==> src/rtl/shift_sequencer_pkg.sv <==
// Shared definitions for the shift sequencer.
//   state_t      : controller state encoding (IDLE / SHIFT / DONE)
//   DIR_L, DIR_R : shift direction codes (left = toward MSB, right = toward LSB)
package shift_sequencer_pkg;

    typedef enum logic [1:0] {
        ST_IDLE  = 2'd0,
        ST_SHIFT = 2'd1,
        ST_DONE  = 2'd2
    } state_t;

    localparam logic DIR_L = 1'b0;
    localparam logic DIR_R = 1'b1;

endpackage

==> src/rtl/shift_sequencer_dec_lr.sv <==
// dec_LR: single-position left/right shifter with zero fill.
// Ports:
//   din  [WAY-1:0] : operand
//   dir            : DIR_L shifts toward the MSB, DIR_R toward the LSB
//   dout [WAY-1:0] : operand moved by exactly one bit position
module dec_LR
    import shift_sequencer_pkg::*;
#(
    parameter int WAY = 8
) (
    input  logic [WAY-1:0] din,
    input  logic           dir,
    output logic [WAY-1:0] dout
);

    // Each output bit picks its lower or upper neighbour; the end bits
    // take a zero on the side that falls off the word.
    genvar gi;
    generate
        for (gi = 0; gi < WAY; gi++) begin : g_bit
            if (gi == 0) begin : g_lsb
                assign dout[gi] = (dir == DIR_R) ? din[gi+1] : 1'b0;
            end else if (gi == WAY - 1) begin : g_msb
                assign dout[gi] = (dir == DIR_R) ? 1'b0 : din[gi-1];
            end else begin : g_mid
                assign dout[gi] = (dir == DIR_R) ? din[gi+1] : din[gi-1];
            end
        end
    endgenerate

endmodule

==> src/rtl/shift_sequencer.sv <==
// shift_sequencer: variable-distance shifter built from a one-step shifter.
// An operation is accepted with start while ready=1; the operand is then moved
// one bit per clock until the requested amount is consumed, after which the
// result is presented for one cycle with done=1 and held until the next done.
// Ports:
//   clk, reset          : clock, synchronous active-high reset
//   start               : request, sampled only while ready=1
//   data [WAY-1:0]      : operand, captured on accept
//   amt  [AMT_W-1:0]    : number of one-bit steps (0..WAY), captured on accept
//   dir                 : 0 = left, 1 = right (zero fill), captured on accept
//   ready, busy, done   : status; done is a one-cycle pulse
//   result [WAY-1:0]    : last completed shift value
module shift_sequencer
    import shift_sequencer_pkg::*;
#(
    parameter int WAY   = 8,
    parameter int AMT_W = $clog2(WAY) + 1
) (
    input  logic             clk,
    input  logic             reset,
    input  logic             start,
    input  logic [WAY-1:0]   data,
    input  logic [AMT_W-1:0] amt,
    input  logic             dir,
    output logic             ready,
    output logic             busy,
    output logic             done,
    output logic [WAY-1:0]   result
);

    state_t           state_q, state_d;
    logic [WAY-1:0]   sreg_q, sreg_d;
    logic [AMT_W-1:0] cnt_q, cnt_d;
    logic             dreg_q, dreg_d;
    logic [WAY-1:0]   result_q, result_d;
    logic [WAY-1:0]   shift_out;

    dec_LR #(.WAY(WAY)) u_dec_lr (
        .din  (sreg_q),
        .dir  (dreg_q),
        .dout (shift_out)
    );

    always_comb begin
        state_d  = state_q;
        sreg_d   = sreg_q;
        cnt_d    = cnt_q;
        dreg_d   = dreg_q;
        result_d = result_q;

        case (state_q)
            // DONE accepts a new request exactly like IDLE, which gives
            // back-to-back operation without a dead cycle.
            ST_IDLE, ST_DONE: begin
                if (start) begin
                    sreg_d = data;
                    cnt_d  = amt;
                    dreg_d = dir;
                    if (amt == '0) begin
                        // Nothing to shift: the operand itself is the result.
                        state_d  = ST_DONE;
                        result_d = data;
                    end else begin
                        state_d = ST_SHIFT;
                    end
                end else begin
                    state_d = ST_IDLE;
                end
            end

            ST_SHIFT: begin
                sreg_d = shift_out;
                cnt_d  = cnt_q - AMT_W'(1);
                if (cnt_q == AMT_W'(1)) begin
                    // Last step: capture the value the shifter produces now,
                    // so result is valid in the done cycle itself.
                    state_d  = ST_DONE;
                    result_d = shift_out;
                end
            end

            default: state_d = ST_IDLE;
        endcase
    end

    always_ff @(posedge clk) begin
        if (reset) begin
            state_q  <= ST_IDLE;
            sreg_q   <= '0;
            cnt_q    <= '0;
            dreg_q   <= DIR_L;
            result_q <= '0;
        end else begin
            state_q  <= state_d;
            sreg_q   <= sreg_d;
            cnt_q    <= cnt_d;
            dreg_q   <= dreg_d;
            result_q <= result_d;
        end
    end

    assign ready  = (state_q == ST_IDLE) || (state_q == ST_DONE);
    assign busy   = (state_q == ST_SHIFT);
    assign done   = (state_q == ST_DONE);
    assign result = result_q;

endmodule
==> config.mk <==
export PLATFORM = sky130hd
export DESIGN_NAME = shift_sequencer
export DESIGN_NICKNAME = d
export VERILOG_FILES = /design/src/rtl/shift_sequencer_pkg.sv /design/src/rtl/shift_sequencer_dec_lr.sv /design/src/rtl/shift_sequencer.sv
export SDC_FILE = /design/constraint.sdc
export NUM_CORES = 1
export LEC_CHECK = 0
export CORE_UTILIZATION = 51
export DETAILED_ROUTE_END_ITERATION = 6
export GPL_ROUTABILITY_DRIVEN = 0
export GPL_TIMING_DRIVEN = 0
export PLACE_DENSITY = 0.93
export SLEW_MARGIN = 20
export SYNTH_ARGS = -nofsm -noshare
export SYNTH_HDL_FRONTEND = slang
export SYNTH_SLANG_ARGS = --single-unit
==> constraint.sdc <==
create_clock -name clk -period 2.9 [get_ports clk]
set_input_delay 0.435 -clock clk [delete_from_list [all_inputs] [get_ports clk]]
set_output_delay 0.435 -clock clk [all_outputs]
set_load 0.1 [all_outputs]
==> results of run 1 <==
[registers in the layout, indices dropped and copies added (netlist names)]
register,flops
result,8
cnt_q,4
sreg_q,8
state_q,2
dreg_q,1
[cell type report]
class / instances / area share (%)
plain buffers: 7 / 2.727
clock buffers: 3 / 1.636
clock inverters: 1 / 0.3636
inverters: 4 / 1.091
multi-input cells: 81 / 39.91
flip-flops and latches: 23 / 33.45
well taps: 27 / 2.455
repair buffers: 25 / 18.36
[placed cells by master (no fill, tap or decap), types with 2 or more instances in the layout]
| cell type | count |
|---|---|
| a211oi_1 | 4 |
| a21oi_1 | 6 |
| a22oi_1 | 2 |
| buf_2 | 3 |
| clkbuf_1 | 3 |
| clkbuf_4 | 3 |
| clkdlybuf4s50_1 | 24 |
| dfxtp_1 | 23 |
| ha_1 | 2 |
| inv_1 | 3 |
| mux2_2 | 3 |
| mux2i_1 | 6 |
| nand2_1 | 10 |
| nand2b_1 | 2 |
| nor2_1 | 16 |
| nor2b_1 | 4 |
| nor3_1 | 3 |
| o21a_1 | 6 |
| o22a_2 | 6 |
[layer usage]
layer | wire (um) | part of all wire (%)
met2 | 1177 | 49
met1 | 1033 | 43
met4 | 38 | 1.6
met3 | 136 | 5.7
met5 | 0 | 0
[cells in the mapped netlist (2+ instances only)]
cell type,instances,area (um2)
dfxtp_1,23,460.4
nor2_1,16,60.06
nand2_1,10,37.54
a21oi_1,6,30.03
mux2i_1,6,60.06
o21a_1,6,45.04
o22a_2,6,60.06
a211oi_1,4,30.03
nor2b_1,4,25.02
buf_2,3,15.01
clkbuf_1,3,11.26
inv_1,3,11.26
mux2_2,3,33.78
nor3_1,3,15.01
a22oi_1,2,15.01
ha_1,2,25.02
nand2b_1,2,12.51
[how the worst max path moves through the flow]
stage | slack (ns) | start | endpoint | cells after the start
5_1_grt | 0.39 | state_q[0] | busy | 5
3_5_place_dp | 0.43 | state_q[0] | busy | 5
3_3_place_gp | 0.45 | state_q[0] | busy | 5
4_1_cts | 0.07 | state_q[0] | busy | 5
2_1_floorplan | 0.80 | state_q[0] | done | 1
6_report | 0.47 | state_q[0] | busy | 5
[repair_timing]
action                     in CTS  in global routing
resized for setup               0                  1
setup endpoints to repair       0                  1
hold endpoints to repair        0                  0
[cell families (layout without fill, tap and decap cells)]
group | after synthesis | after routing
buf+inv | 11 | 40
mux | 10 | 10
fa+ha+maj | 2 | 2
flops | 23 | 23
simple gates | 39 | 39
compound gates | 30 | 30
[power by group]
group	leakage, nW	internal [mW]	switching (mW)
clock	0.0177	0.0516	0.0923
combinational	0.329	0.0978	0.178
sequential	0.189	0.348	0.0231
[worst max-delay path: stages, from the launching register on]
cell and delay, ns:
dfxtp_1 0.40, nand2b_1 0.08, buf_6 0.15, inv_2 0.07, buf_2 0.22, dlymetal6s2s_1 0.77
==> results.txt, run 1 <==
The run finished with clean final reports. The first global-routing pass estimated around 3700 um of wire. The xor-xnor portion of the synthesized cell area came out at 0%. The post-route non-filler standard cell count is about 170. The post-synthesis area per instance came out at between 9 and 10 um2.

The startpoint identified for the worst register-to-register timing path is cnt_q[1]. The total of fill cells in the finished design came out at ~170. The length in cells of the worst reg-to-reg path is 6.

The final global-route overflow total came out at 0. The antenna diode count is 0. The die outline height is between 40 and 50 um. The post-synthesis sequential area ratio came out at a little over two fifths. The number of nets produced by synthesis came out at roughly 130. Cells with a size suffix above 1 make up between 10 and 15% of the layout.

The final-report setup violation count is 0. For the final database, setup skew stands at 0.007087 ns. The number of enable-type register cells in the synthesized netlist is 0. The maximum fanout along the worst path is 10.

In the final routed layout, each cell accounts on average for about 14 um. The total count of max-transition violations in the final report is 0. The overall routing resource usage is between 20% and 30%. The post-synthesis register bit count came out at 23.

STA classifies the critical path startpoint as a flop. The dominant combinational cell family by area after synthesis is compound AO/OA/AOI/OAI gates. Setup slack on the worst reg-to-reg path comes out at 1.04 ns. The required time at the endpoint of the critical path came out at about 2.5 ns. The endpoint of the worst hold path is sreg_q[0]. The worst setup path is captured at an output pin.

The maximum resistive drop on vdd is between 0.5 and 0.6 mV. The number of nets in the final layout came out at ~160. The initial core utilization came out at around 54%. The fraction of met1 tracks used by global routing is approximately 29%. The total power of the final layout came out at ~790 uW.

The area of the placeable core is approximately 2000 um2. The synthesized netlist devotes about 17% of its cell area to simple gates. The clock-pin transition on the worst setup and hold timing paths came out at approximately 0.11 ns.

In the final layout, the multi-input gates occupy approximately 550 um2. The total wire length came out at 2386 um. The via count of the first global-routing pass is 832. The design area came out at approximately 1400 um2. The number of hold violations in the final report came to 0. In the final timing run, aggregate negative setup slack is 0 ns. The root cell of the clock tree is clkbuf_4. The setup path with the least slack is of type flop to output pin.

The mapped cell area came out at between 1000 and 1500 um2. The die covers 2270 um2. Timing would allow up to a little over 400 MHz. The instance count of the mapped netlist came out at 115. The number of setup buffers added after CTS is 0.

After detailed routing, the number of vias per cell comes to approximately 5.5. In the synthesized netlist the async set-or-reset flop fraction comes to 0%. The number of detailed-route iterations in the first pass came out at 4. The hold path depth came out at 1. The final design utilization came out at ~70%.

The HPWL reported at the end of detailed placement came out at roughly 1800 um. The share of the synthesized area in compound gates (AO/OA/AOI/OAI) came out at ~22%. OpenSTA, run right after detailed placement, puts the worst setup slack at roughly 0.43 ns.

TritonCTS built the clock tree. The worst pin sits at a relative slew slack of between 30% and 40%. The critical register-to-register path endpoint is result[1]. The total of warnings raised by yosys came out at 0. The endpoint arrival time on the critical path came out at approximately 2.0 ns.

27 I/O pins were placed. During placement, the flow inserted port buffers numbering 25. The count of distinct cell types in the synthesized netlist came out at 30. The met3 global-route usage is between 6 and 7%.

The number of antenna violations at the first check in global routing is 0. The clock tree buffer depth came out at 2. The die extent in x is roughly 48 um.

The area added between synthesis and finish is 29.56%. After global routing, the most crowded layer is met2. The number of H-tree levels is 1.

The number of hold-repair buffers added at the cts stage is 0. The tightest hold margin is 0.4870 ns. The via total after detailed routing came out at 937. The total clock buffers created by CTS came out at 3.

The clock net in this run drives a total of 23 sinks. The count of max-cap constraint violations is 0. Of the total synthesized cell area, the portion taken by full adders, half adders and majority gates is about 2.4%. The mux contribution to synthesized area came out at under 10%. The placed instances occupy a cell area of 1346 um2. The period utilization came out at ~84%. The global-route track usage on met2 came out at between 40% and 50%. Setup repair after global routing left no endpoint under its margin. The slew at the pin closest to its max-slew limit is around 0.98 ns. The static power due to leakage came out at between 0.5 and 0.6 nW.

The clock insertion delay at the later pin of the skew report is approximately 0.31 ns. The cell row count came out at 16. The number of DRC markers in iteration 0 came out at 15. The pin count of the biggest net entering global routing came out at 14. In this run the power density over the cells is around 570 nW/um2. The number of remaining DRC errors came out at 0. The final worst slack came out at 0.4656 ns. The cell total after placement is about 170.

The area occupied by registers is between 400 and 500 um2. The worst hold path belongs to the class flop to flop. The smallest clock period supported by the final layout is computed as about 2.4 ns. In this run the most critical hold path is launched from sreg_q[0].

The count of nets left with antenna violations after detail routing is 0. In the synthesized netlist the dominant register cell turns out to be dfxtp_1.
Note: power is estimated with default switching activity, not from simulation.
==> inputs of run 2 (changes only) <==
Settings changed: CORE_UTILIZATION 51 to 47, PLACE_DENSITY 0.93 to 0.87.
Clock period 2.9 ns to 2.3 ns, I/O delays scaled along.
==> results.txt, run 2 (synthesis results as in run 1) <==
The length in cells of the worst reg-to-reg path is 6. The first global-routing pass estimated between 3000 and 4000 um of wire. The endpoint identified for the worst register-to-register timing path is result[3]. The period utilization came out at ~94%. The maximum resistive drop on vdd is 0.4957 mV.

The floorplan step set the die width to approximately 50 um. The relative slew slack is about a third. The total count of max-transition violations in the final report came out at 0. The initial utilization of the core area, before any placement, comes to between 50% and 60%. The overall routing resource usage came out at about a fifth. The required time at the endpoint of the critical path is slightly below 2 ns. The HPWL after detailed placement is between 1500 and 2000 um. The average via count per standard cell came out at about 5.3. The standard cell with the maximum stage delay on the critical path is clkdlybuf4s50_1. The final global-route overflow total is 0. Summed over all failing endpoints, the final setup total negative slack is 0 ns. The count of nets left with antenna violations after detail routing is 0. The floorplan step defined a die boundary enclosing about 2500 um2. met2 is the most crowded layer. The CTS tree is yes.

The floorplan has 16 rows. On the final layout, the worst clock skew is between 0.01 and 0.015 ns. The clock insertion delay at the later pin of the skew report came out at 0.30 ns.

The post-route non-filler standard cell count came out at between 150 and 200. At the pin with the least slew margin, the transition time is ~0.97 ns. Setup repair after global routing left no endpoint under its margin. The maximum cell stage delay along the critical path is between 1 and 1.5 ns. The cell total after placement is 167. The hold path depth came out at 2. The maximum fanout along the worst path is 5. The number of hold violations in the final report was 0.

The fmax is approximately 460 MHz. Counting the fill cells in the layout gives approximately 180. The count of max-cap constraint violations is 0. The time the final worst path needs with I/O delays and setup came out at ~2.2 ns. The min-delay analysis places its worst path in the category input port to flop.

Summing all multi-input logic gate instances after layout gives between 500 and 600 um2. The flow ran to the end, and the final reports show no timing, DRC or antenna violations. The worst register-to-register path begins at cnt_q[1]. The worst setup slack for register-to-register paths is roughly 0.47 ns. The layout cell share with drive strength beyond 1 is 14.58%. The ratio of total power to cell area came out at approximately 720 nW/um2. The total clock buffers created by CTS came out at 3. The final-report setup violation count came out at 0. The clock drives 23 sinks. After the last flow step, the layout net total stands at between 150 and 200. The total cell area at the placement stage is around 1300 um2.

Walking the worst path, the cells encountered are inv_1, clkdlybuf4s50_1. The antenna diode count is 0. The number of setup buffers added after CTS is 0. The clock tree buffer depth came out at 2. The number of detailed-route iterations in the first pass is 4. With fillers left out, the area of the finished cells amounts to around 1400 um2. The area added between synthesis and finish is 29.56%. Dividing the detail-routed wire length by the instance count gives about 13 um. The die outline height came out at approximately 50 um. The met3 global-route usage came out at under 10%.

The number of antenna violations at the first check in global routing came out at 0. The final design utilization is 67.40%. Hold repair after CTS inserted 0 buffers. STA classifies the critical path endpoint as an output pin. Clock tree synthesis selected as its root buffer the cell clkbuf_4.

Registers take ~460 um2. The number of DRC markers in iteration 0 came out at 21. The number of ports placed on the die boundary is 27. After detailed routing, the number of remaining DRC violations is 0. For hold timing, the worst endpoint is state_q[1]. The floorplan step defined a core boundary enclosing approximately 2000 um2. The type of the setup path with the least slack is flop to output pin. Buffers placed on the I/O ports in this run total 25. Global routing used 31.31% of the available met2 tracks. The startpoint identified for the worst hold timing path is reset. The via total after detailed routing came out at 907. Leaving out fill and tap cells, the most frequent cells in the layout are dfxtp_1 (23), clkdlybuf4s50_1 (23), nor2_1 (16). The worst setup path is launched from a flop. In this run the number of H-tree levels came out at 1. The endpoint arrival time on the critical path came out at approximately 1.8 ns.

The pin count of the biggest net entering global routing is 13. The via count of the first global-routing pass was between 800 and 900. Global routing consumed, on the met1 layer, between 20% and 30% of the routing resources. The total wire length is about 2200 um. The static power due to leakage came out at between 0.5 and 0.6 nW.

The clock-pin transition on the worst setup and hold timing paths is 0.11 ns.
[run 2: cell types whose count changed in the layout (fill, tap and decap cells not counted)]
cell,delta
clkdlybuf4s50_1,-1
clkdlybuf4s15_2,+1
clkinv_2,-1
clkbuf_1,+1
[run 2: layout make-up]
type | instances | area share [%]
inverter | 4 | 1.091
buffer | 7 | 2.727
clock buffer | 4 | 1.909
multi-input combinational | 81 | 39.91
sequential | 23 | 33.45
tap | 27 | 2.455
timing repair buffer | 25 | 18.45
[run 2: repair_timing]
item | in CTS | in global routing
endpoints found under the hold margin | 0 | 0
setup endpoints to repair | 1 | 1
resized for setup | 3 | 1
[run 2: layer usage]
layer	up-vias	share of wire [%]	wire length [um]
met5	-	0	0
met4	0	0.94	21
met3	2	2.8	62
li1	462	-	-
met1	428	50	1119
met2	15	46	1038
[run 2: stage by stage]
step                setup slack [ns]  hold slack, ns  power [mW]
floorplan                     0.2908          0.4400      0.7298
global placement            -0.07432          0.4490      0.8130
detailed placement          -0.08162          0.4522      0.8200
CTS                          0.04047          0.4025      0.9952
global route                 0.03758          0.4146       1.044
finish                        0.1347          0.4052      0.9944
[run 2: power breakdown]
part           switching (mW)  internal (mW)  total, mW  leakage [nW]
Clock                   0.115         0.0675      0.182        0.0150
Sequential             0.0279          0.439      0.467         0.189
Combinational           0.222          0.123      0.345         0.334
Total                   0.365          0.629      0.994         0.538
[run 2: critical path: cells and delay by family (launching register included)]
| kind | cells | cell delay, ns |
|---|---|---|
| flip-flops | 1 | 0.36 |
| buffers and inverters | 2 | 1.18 |
[run 2: worst max path at each step]
stage	startpoint	to	slack [ns]	cells after the start
2_1_floorplan	state_q[0]	done	0.29	1
3_3_place_gp	state_q[0]	busy	-0.07	5
3_5_place_dp	state_q[0]	busy	-0.08	5
4_1_cts	state_q[0]	done	0.04	2
5_1_grt	state_q[0]	busy	0.04	5
6_report	state_q[0]	ready	0.13	2
==> inputs of run 3 (changes only) <==
Settings changed: CELL_PAD_IN_SITES_DETAIL_PLACEMENT set to 1, CELL_PAD_IN_SITES_GLOBAL_PLACEMENT set to 2, CORE_UTILIZATION 47 to 28.
==> results.txt, run 3 (synthesis results as in run 1) <==
The overall routing resource usage came out at around 15%. The clock tree buffer depth came out at 2. OpenSTA, run right after detailed placement, puts the worst setup slack at -0.1066 ns. The number of antenna violations at the first check in global routing came out at 0.

In the final layout, the share of cells above drive strength 1 is 14.58%. The final global-route overflow total came out at 0. The root buffer cell chosen for the clock tree is clkbuf_8. The clock tree skew after final layout came out at 0.001908 ns. The final-report setup violation count is 0. The die outline height is roughly 64 um. The die area is approximately 4000 um2. The count of port buffers added during placement came out at 25. In this run the critical register-to-register path is captured at result[1]. The pin count of the biggest net entering global routing is 13. The maximum cell stage delay along the critical path came out at around 1.1 ns. Grouping stages by cell kind, the critical path spends the most delay in buffers and inverters. STA classifies the critical path endpoint as an output pin. The fmax is ~470 MHz. TritonCTS built the clock tree. The tool flagged a number of max-cap violations equal to 0. The tightest min-delay check is of the flop to flop type. The final worst slack came out at about 0.18 ns. The first global-routing pass estimated between 4000 and 5000 um of wire. The antenna diode count is 0. The library cells used most frequently in the layout, excluding fill and tap cells, are dfxtp_1 (23), clkdlybuf4s50_1 (23), nor2_1 (16).

Setup total negative slack on the finished layout was measured at 0 ns. In the final routed layout, each cell accounts on average for 14.28 um. The tightest hold margin is roughly 0.5 ns.

The number of buffers and inverters on the critical path came out at 2. The required time at the endpoint of the critical path is approximately 2.0 ns. The ratio of total power to cell area is ~750 nW/um2.

The number of clock sinks seen by CTS came out at 23. For this design the static power due to leakage is 0.5455 nW. The endpoint arrival time on the critical path came out at between 1.5 and 2 ns. Summed over all layers, the routed wires come to roughly 2700 um.

The number of H-tree levels is 1. The final reports fail on design-rule violations. The HPWL reported at the end of detailed placement is about 2100 um. The worst setup slack for register-to-register paths came out at about 0.45 ns.

The via total after detailed routing came out at ~900. The number of nets in the final layout came out at about 160. The number of gates resized after CTS is 3.

The floorplan has 22 rows. The type of origin of the critical path is a flop. Traced cell by cell, the critical path runs through inv_1, clkdlybuf4s50_1. The startpoint of the most critical register-to-register path is cnt_q[1]. Total power for the finished layout comes to 1.066 mW. From synthesis to final layout, the design area changed by 33.80%.

The maximum resistive drop on vdd came out at ~0.33 mV. The endpoint of the worst hold path is sreg_q[4]. The time the final worst path needs with I/O delays and setup came out at ~2.1 ns.

The total count of max-transition violations in the final report is 0. Clock-pin slew was measured on the worst setup and hold paths at 0.08 ns. The count of nets left with antenna violations after detail routing came out at 0.

Using the TritonRoute via totals, the vias-per-cell ratio works out to slightly below 5. The total cell area at the placement stage is 1373 um2. After detailed routing, the number of remaining DRC violations is 2. The final design utilization is between 30% and 40%. The total clock buffers created by CTS came out at 3. At the pin with the least slew margin, the transition time is roughly 0.98 ns. The number of hold-repair buffers added at the cts stage came out at 0.

The number of setup buffers added after CTS came out at 0. The number of detailed-route iterations in the first pass came out at 6. The initial core utilization came out at between 20% and 30%. The number of hold violations in the final report is 0. In this run the standard cell core region covers about 3700 um2. The relative slew slack is 34.75%. The flow ran to the end, but the final reports show violations. The cell total after placement came out at between 150 and 200. The maximum fanout along the worst path is 5.

The later pin in the worst-skew pair is clocked with a latency of ~0.26 ns. The via count of the first global-routing pass came to 1008. Measured along the x axis, the die boundary spans ~64 um.

The standard cell with the maximum stage delay on the critical path is clkdlybuf4s50_1. The number of ports placed on the die boundary is 27. Setup repair after global routing left no endpoint under its margin. The length in cells of the worst reg-to-reg path came out at 6.

The finished cells cover ~1400 um2. The post-route non-filler standard cell count is around 190. The worst hold path passes through 2 cells. In this run the most critical hold path is launched from sreg_q[4]. The total of fill cells in the finished design is about 440. The type of the setup path with the least slack is flop to output pin.

The period utilization is between 90% and 100%. The number of DRC markers in iteration 0 is 16.
==> run 3: cell counts in the layout (fill, tap and decap cells not counted) <==
No cell type changed its count.
==> run 3: worst register-to-register path, stage by stage, from the launching register on <==
cell,delay [ns]
dfxtp_1,0.36
inv_1,0.07
ha_1,0.17
or3b_2,0.24
nor2_1,0.06
nor3_1,0.62
o22a_2,0.28
==> run 3: layout make-up <==
type | instances | area, um2 | area share, %
clock buffer | 4 | 45.04 | 3.169
tap | 48 | 60.06 | 4.225
multi-input combinational | 81 | 549.3 | 38.64
sequential | 23 | 460.4 | 32.39
buffer | 7 | 37.54 | 2.641
inverter | 4 | 15.01 | 1.056
timing repair buffer | 25 | 254.0 | 17.87
==> run 3: how the worst max path moves through the flow <==
| stage | startpoint | cells past startpoint | end | slack, ns |
|---|---|---|---|---|
| detailed placement | state_q[0] | 5 | busy | -0.11 |
| finish | state_q[0] | 2 | ready | 0.18 |
| floorplan | state_q[0] | 1 | done | 0.29 |
| global placement | state_q[0] | 5 | busy | -0.09 |
| CTS | state_q[0] | 2 | done | 0.03 |
| global route | state_q[0] | 5 | busy | 0.08 |
==> run 3: report_power, final <==
part           total, mW  switching (mW)  internal (mW)  leakage (nW)
sequential         0.468          0.0288          0.439         0.189
clock              0.248           0.125          0.123        0.0228
combinational      0.350           0.227          0.123         0.334
==> run 3: layer usage <==
layer,track usage (%),share of wire [%],vias up
li1,-,-,462
met1,17.64,44,445
met2,27.13,51,15
met3,2.536,2.9,4
met4,7.670,1.3,0
met5,0,0,-
